## config.mk

```make
export PLATFORM = sky130hd
export DESIGN_NAME = des_region_sweeper
export DESIGN_NICKNAME = d
export VERILOG_FILES = /design/src/rtl/des_region_sweeper.sv
export SDC_FILE = /design/constraint.sdc
export NUM_CORES = 1
export LEC_CHECK = 0
export CORE_MARGIN = 4
export CORE_UTILIZATION = 35
export DETAILED_ROUTE_END_ITERATION = 7
export PLACE_DENSITY = 0.65
export SLEW_MARGIN = 20
export SYNTH_ARGS = -nofsm -noshare
export SYNTH_HDL_FRONTEND = slang
export SYNTH_SLANG_ARGS = --single-unit
```

## constraint.sdc

```tcl
create_clock -name clk -period 18.4 [get_ports clk]
set_clock_uncertainty 0.2 [all_clocks]
set_input_delay 3.68 -clock clk [delete_from_list [all_inputs] [get_ports clk]]
set_output_delay 3.68 -clock clk [all_outputs]
set_load 0.02 [all_outputs]
```

## src/rtl/des_region_sweeper.sv

```systemverilog
// Command sequencer for the DES block wrapper: walks a region range, issuing
// READ_REGION / START / RESTART per region and queueing {region, counter} results.
module des_region_sweeper #(
    parameter int REGION_W   = 16,
    parameter int CTR_W      = 64,
    parameter int FIFO_DEPTH = 8
) (
    input  logic                clk,
    input  logic                rst_n,
    input  logic                sweep_start,
    input  logic                sweep_abort,
    input  logic [REGION_W-1:0] region_first,
    input  logic [REGION_W-1:0] region_last,
    output logic                sweep_busy,
    output logic                sweep_done,
    output logic [REGION_W:0]   regions_done,
    output logic [31:0]         des_cmd,
    output logic                des_cmd_valid,
    output logic [REGION_W-1:0] des_region,
    input  logic                des_cmd_read,
    input  logic                des_done,
    input  logic [CTR_W-1:0]    des_counter,
    output logic                res_valid,
    input  logic                res_ready,
    output logic [REGION_W-1:0] res_region,
    output logic [CTR_W-1:0]    res_counter
);
    localparam int AW = (FIFO_DEPTH > 1) ? $clog2(FIFO_DEPTH) : 1;
    localparam logic [31:0]       CMD_READ    = 32'd0;
    localparam logic [31:0]       CMD_START   = 32'd1;
    localparam logic [31:0]       CMD_RESTART = 32'd3;
    localparam logic [REGION_W-1:0] REG_ONE   = 1;
    localparam logic [REGION_W:0]   CNT_ONE   = 1;
    localparam logic [AW-1:0]       PTR_ONE   = 1;
    localparam logic [AW:0]         OCC_ONE   = 1;
    localparam logic [AW:0]         OCC_FULL  = (AW+1)'(FIFO_DEPTH);

    typedef enum logic [2:0] {IDLE, LOAD, GAP_L, START, WAIT, CAPT, RESTART, NEXT} state_t;

    state_t              state;
    logic [REGION_W-1:0] cur, last;
    logic                abort_q;

    logic [REGION_W-1:0] mem_region [FIFO_DEPTH];
    logic [CTR_W-1:0]    mem_ctr    [FIFO_DEPTH];
    logic [AW-1:0]       wr_ptr, rd_ptr;
    logic [AW:0]         occ;
    logic                full, push, pop;

    assign full        = (occ == OCC_FULL);
    assign res_valid   = (occ != '0);
    assign push        = (state == CAPT) && !full;
    assign pop         = res_valid && res_ready;
    assign res_region  = mem_region[rd_ptr];
    assign res_counter = mem_ctr[rd_ptr];

    // Storage has no reset: occupancy alone decides what is visible.
    always_ff @(posedge clk) begin
        if (push) begin
            mem_region[wr_ptr] <= cur;
            mem_ctr[wr_ptr]    <= des_counter;
        end
    end

    always_ff @(posedge clk) begin
        if (!rst_n) begin
            wr_ptr <= '0;
            rd_ptr <= '0;
            occ    <= '0;
        end else begin
            if (push) wr_ptr <= wr_ptr + PTR_ONE;
            if (pop)  rd_ptr <= rd_ptr + PTR_ONE;
            if (push && !pop)      occ <= occ + OCC_ONE;
            else if (pop && !push) occ <= occ - OCC_ONE;
        end
    end

    always_ff @(posedge clk) begin
        if (!rst_n) begin
            state         <= IDLE;
            cur           <= '0;
            last          <= '0;
            abort_q       <= 1'b0;
            des_cmd       <= CMD_READ;
            des_cmd_valid <= 1'b0;
            des_region    <= '0;
            sweep_busy    <= 1'b0;
            sweep_done    <= 1'b0;
            regions_done  <= '0;
        end else begin
            sweep_done <= 1'b0;
            if (state != IDLE && sweep_abort) abort_q <= 1'b1;
            case (state)
                IDLE: if (sweep_start) begin
                    cur           <= region_first;
                    last          <= region_last;
                    regions_done  <= '0;
                    sweep_busy    <= 1'b1;
                    des_cmd       <= CMD_READ;
                    des_region    <= region_first;
                    des_cmd_valid <= 1'b1;
                    state         <= LOAD;
                end
                LOAD: if (des_cmd_read) begin
                    des_cmd_valid <= 1'b0;
                    state         <= GAP_L;
                end
                GAP_L: begin
                    des_cmd       <= CMD_START;
                    des_cmd_valid <= 1'b1;
                    state         <= START;
                end
                START: if (des_cmd_read) begin
                    des_cmd_valid <= 1'b0;
                    state         <= WAIT;
                end
                WAIT: if (des_done) state <= CAPT;
                // Counter is valid from here on; a full FIFO holds us while the wrapper keeps it stable.
                CAPT: if (!full) begin
                    regions_done  <= regions_done + CNT_ONE;
                    des_cmd       <= CMD_RESTART;
                    des_cmd_valid <= 1'b1;
                    state         <= RESTART;
                end
                RESTART: if (des_cmd_read) begin
                    des_cmd_valid <= 1'b0;
                    state         <= NEXT;
                end
                NEXT: if (cur == last || abort_q || sweep_abort) begin
                    sweep_busy <= 1'b0;
                    sweep_done <= 1'b1;
                    abort_q    <= 1'b0;
                    state      <= IDLE;
                end else begin
                    cur           <= cur + REG_ONE;
                    des_region    <= cur + REG_ONE;
                    des_cmd       <= CMD_READ;
                    des_cmd_valid <= 1'b1;
                    state         <= LOAD;
                end
                default: state <= IDLE;
            endcase
        end
    end
endmodule

```

Word-level counts from Yosys, hierarchy flattened
Memories as Yosys holds them, arrays and structs flattened. A register that Yosys moved wholly into a read port is not among the register bits.
Cells that the tools add are included.
{"block": "classes", "mux": 37, "eq_ne": 18, "reduce_logical": 27, "addsub": 6}
{"op": "one-hot mux 32 bit (4 select lines)", "count": 1}
{"op": "2-to-1 mux 32 bit", "count": 3}
{"op": "2-to-1 mux 17 bit", "count": 2}
{"op": "one-hot mux 17 bit (2 select lines)", "count": 1}
{"op": "2-to-1 mux 16 bit", "count": 2}
{"op": "one-hot mux 16 bit (2 select lines)", "count": 1}
{"op": "2-to-1 mux 3 bit", "count": 10}
{"op": "one-hot mux 3 bit (8 select lines)", "count": 1}
{"op": "adder 17 x 1 -> 17 bit, second input constant", "count": 1}
{"op": "adder 16 x 1 -> 16 bit, second input constant", "count": 1}
{"op": "== test 16 bit", "count": 1}
{"op": "!= test 2 bit, second input constant", "count": 8}
{"op": "== test 3 bit, second input constant", "count": 4}
{"op": "2-to-1 mux 1 bit", "count": 12}
{"op": "AND reduction 3 bit", "count": 3}
{"op": "2-to-1 mux 4 bit", "count": 2}
{"op": "nonzero test 4 bit", "count": 2}
{"op": "adder 3 x 1 -> 3 bit, second input constant", "count": 2}
{"op": "== test 3 x 2 -> 1 bit, second input constant", "count": 2}
{"op": "AND reduction 6 bit", "count": 1}
{"op": "nonzero test 2 bit", "count": 3}
{"op": "logical AND 1 bit", "count": 5}
{"op": "one-hot mux 1 bit (5 select lines)", "count": 1}
{"op": "AND reduction 5 bit", "count": 1}
{"op": "other kinds (14)", "count": 18}
{"block": "word_totals", "output_inout_bits": 149, "regBits": 98, "ramBits": 640, "mem_count": 2, "inputBits": 103, "wordCells": 102}
{"name": "mem_ctr", "depth": 8, "width": 64, "read_ports": 1, "rd_clocked_by_memory_dff": 1, "write_ports": 1, "line": "45", "source": "logic [CTR_W-1:0] mem_ctr [FIFO_DEPTH];"}
{"name": "mem_region", "depth": 8, "width": 16, "read_ports": 1, "rd_clocked_by_memory_dff": 1, "write_ports": 1, "line": "44", "source": "logic [REGION_W-1:0] mem_region [FIFO_DEPTH];"}

Longest topological paths before layout
{"block": "logic_depth", "depth_word": 7, "ltp_mapped": 12}

Worst setup path after synthesis
Ideal clock, no wire load.
{"block": "synth_timing", "kind": "reg2reg", "start": "reg occ[0]", "end": "mem mem_ctr[0][0], enable pin", "stages_incl_launch_ff": 5, "arrival_time_ns": 8.551, "setup_slack_ns": 8.934, "path_buffers": 1, "synth_period_minus_slack_ns": 9.466, "setup_ns": 0.715, "cell_sequence": "dfxtp_1 > nor4b_2 > or3_1 > buf_2 > nor4_1"}
{"block": "synth_between", "elab_chain_len": 5}
{"element": "start, declared", "line": "47", "source": "logic [AW:0] occ;"}
{"element": "start signal, assigned", "line": "73", "source": "if (push && !pop) occ <= occ + OCC_ONE;"}
{"element": "start signal, assigned", "line": "74", "source": "else if (pop && !push) occ <= occ - OCC_ONE;"}
{"element": "== test 4 bit", "line": "50", "source": "assign full = (occ == OCC_FULL);"}
{"element": "zero test 1 bit"}
{"element": "logical AND 1 bit", "line": "52", "source": "assign push = (state == CAPT) && !full;"}
{"element": "2-to-1 mux 1 bit", "line": "59", "source": "if (push) begin"}
{"element": "2-to-1 mux 1 bit (not written as such)", "line": "61", "source": "mem_ctr[wr_ptr] <= des_counter;"}
{"element": "end, declared", "line": "45"}
No other way between the ends.

==> impl_metrics.yaml <==
clock_tree:
  postCtsSetupRepairBufs: 0
  tritoncts.num_buffers: 78
  clock_sinks: 711
  worst_skew_pair_later_pin_latency_ns: 0.60
  clk_pin_slew_ns: 0.06
  max-clock-path-buffers: 3
  cts_tree: "done"
  post_cts_resized: 0
  h_tree_depth: 3
  root_buffer: "clkbuf_16"
  cts-hold-fix-buffers: 0
detailed_routing:
  detail_route.wirelength_mm: 61.3
  num_vias: 14100
  drt-wirelength-per-cell_um: 21.9
  antenna_violating_nets_post_route: 0
  firstDrtPassIters: 5
  drt_iter0_markers: 1097
  drc: 0
  drt-vias-per-instance: 5.05
place:
  placed_area_um2: 31300
  place.gp.congestion: 0.780
  post-dp-hpwl_mm: 33.3
  pre_cts_ws_ns: 10.49
  portbufs: 221
  placed_cells: 2652
global_routing:
  groute.usage.overall_pct: 14.2
  first_global_vias: 15000
  largest_net_degree_at_the_start_of_global_routing: 61
  antenna_violations_before_repair: 4
  wire_length_of_the_first_global_routing_pass_mm: 92.6
  grt_overflow_total: 0
synthesis:
  synth_flop_cell: "edfxtp_1"
  netlist_area_um2: 28000
  synth_warnings: 0
  synthCells: 1434
  synth_enable_flop_cells: 640
  netlist-cell-type-count: 73
  post_synthesis_sequential_area_ratio_pct: 73.7
  synth_async_sr_flop_share_pct: 0
  post_synth.cell_area_avg_um2: 19.5
  synth_seq_cells: 711
setup_path:
  worst_path_most_repeated_cell: "buf_4"
  worstPathCellList: "buf_4 > buf_4 > mux4_2 > mux2_2 > clkdlybuf4s50_1"
  critical_path_max_stage_delay_ns: 0.81
  worstPathBufferInverterCount: 3
  crit_path_leading_delay_family: "buffers and inverters"
  startpoint_class: "flip-flop"
  cp.required_ns: 14.52
  timing.critical_path.fanout_max: 43
  critPathSlowestCell: "buf_4"
  criticalPathCategory: "flip-flop to output pin"
  setup.worst_path.end_class: "output pin"
  worst-endpoint-arrival_ns: 4.45
pwr:
  p_switching_mw: 1.03
  maximum_ir_drop_on_the_vdd_rail_uv: 87.4
  p_int_mw: 3.04
  power.share.clock_pct: 37.1
  netSwitchingFraction_pct: 25.2
  power.combinational.fraction_pct: 16.5
  sequential_power_share_pct: 46.4
  fin_total_pwr_mw: 4.07
  cellPowerDensity_nw_per_um2: 120
  leakage_nw: 10.6
sta:
  final_hold_viol_count: 0
  final-max-slew-violation-count: 0
  max_slew.worst_pin.slew_ns: 1.05
  finalSetupViolations: 0
  whs_ns: 0.265
  finalCriticalPeriod_ns: 8.33
  rsz_0062_raised_after_global_routing: "false"
  fmax_mhz: 120
  post-route-worst-setup-slack_ns: 10.07
  timing.setup.tns_ns: 0
  min_period_over_period_pct: 45.3
  timing.max_slew.rel_slack_pct: 30.0
flow_run:
  cap_violations: 0
layout:
  postLayoutCellArea_um2: 33900
  finish.net_count: 1793
  final_layout_size_suffix_gt1_share_pct: 23.0
  area_growth_syn_to_layout_pct: 20.9
  mostFrequentLayoutCells: "640 x edfxtp_1, 221 x clkdlybuf4s50_1, 160 x mux4_2, 80 x mux2_2, 78 x clkbuf_16"
  layout.core_utilization_pct: 42.8
  layoutNonFillerInstCount: 2797
  most_common_library_cell_in_the_layout_ignoring_fill_and_taps: "edfxtp_1"
die:
  num_io_pins: 252
  die_w_um: 291
  area_inside_the_core_boundary_um2: 79100
  die_h_um: 291
  floorplan.initialDensity_pct: 35.4
  std_cell_rows: 103
  die-area_um2: 84600
hold_path:
  hold_path.class: "flip-flop to flip-flop"
status:
  result_of_the_run: "complete, no violations"
## sequential cells by signal, indices dropped and copies added, names as in the netlist, 2 cells and up, named ones only
register	flops
cur	16
des_cmd	2
last	16
mem_ctr	512
mem_region	128
occ	4
rd_ptr	3
regions_done	17
state	3
wr_ptr	3
## logic make-up (layout without fill, tap and decap cells)
group                    Yosys count  after routing  synth area share, %
XOR/XNOR                          39             39                 1.22
other                              1             31               0.0134
flip-flops                       711            711                 73.7
AO/OA/AOI/OAI                    106            106                 2.69
AND/OR/NAND/NOR                  212            212                 3.75
multiplexers                     241            241                 16.1
adder cells (fa/ha/maj)            8              8                0.384
buffers and inverters            116            399                 2.15
## power by group through the flow
stage | Combinational [mW] | Clock, mW | Sequential (mW)
CTS | 0.682 | 1.56 | 1.89
detailed placement | 0.678 | 0 | 1.92
finish | 0.670 | 1.51 | 1.89
floorplan | 0.467 | 0 | 1.89
global route | 0.724 | 1.62 | 1.90
global placement | 0.669 | 0 | 1.92
## tightest hold or removal path, cell delays in order (launching register included)
cell and delay [ns]:
dfxtp_1 0.31, nand2_1 0.05, a21oi_1 0.05
## layout make-up
class | instances | area (um2)
Sequential cell | 711 | 20700
Fill cell | 6882 | 45300
Multi-Input combinational cell | 636 | 6930
Tap cell | 1050 | 1310
Inverter | 7 | 26.3
Clock inverter | 50 | 510
Antenna cell | 1 | 2.50
Timing Repair Buffer | 248 | 2420
Clock buffer | 94 | 2010
## final timing paths
kind / from / end / slack (ns) / cells past startpoint
worst min-delay path: last[12]$_SDFFE_PN0P_ / last[12]$_SDFFE_PN0P_ / 0.27 / 2
worst min register to register: last[12]$_SDFFE_PN0P_ / last[12]$_SDFFE_PN0P_ / 0.27 / 2
worst max register to register: state[0]$_SDFFE_PN0P_ / mem_ctr[1][12]$_DFFE_PP_ / 14.45 / 7
worst max-delay path: flip-flop / res_counter[52] / 10.07 / 5
## layer usage
layer,global-route usage (%),share of wire [%],routed length [um],up-vias
li1,-,-,-,6272
met1,19.1,44,26900,7348
met2,23.2,48,29500,400
met3,3.65,6.3,3860,91
met4,3.60,1.7,1030,4
met5,0,0.044,27,-
## cell usage after synthesis (all sizes together), types with 3 or more instances
master | number | share of area (%)
edfxtp | 640 | 69
mux4 | 160 | 13
mux2 | 80 | 3.2
nand2 | 78 | 1.1
buf | 73 | 1.6
dfxtp | 71 | 5.1
nor2 | 49 | 0.66
clkbuf | 36 | 0.48
a21oi | 35 | 0.71
nor3 | 21 | 0.38
xor2 | 21 | 0.66
xnor2 | 18 | 0.56
o21ai | 15 | 0.27
nand3 | 11 | 0.21
nor4 | 10 | 0.29
or3 | 8 | 0.18
ha | 7 | 0.31
nand4 | 7 | 0.18
o22ai | 7 | 0.16
inv | 6 | 0.080
a211oi | 5 | 0.13
o31ai | 5 | 0.13
o32ai | 5 | 0.18
and4 | 4 | 0.13
nand2b | 4 | 0.089
nor4b | 4 | 0.15
a21o | 3 | 0.080
a221oi | 3 | 0.12
a31oi | 3 | 0.089
nor3b | 3 | 0.080
o211a | 3 | 0.11
o31a | 3 | 0.094
Note: power is estimated with default switching activity, not from simulation.
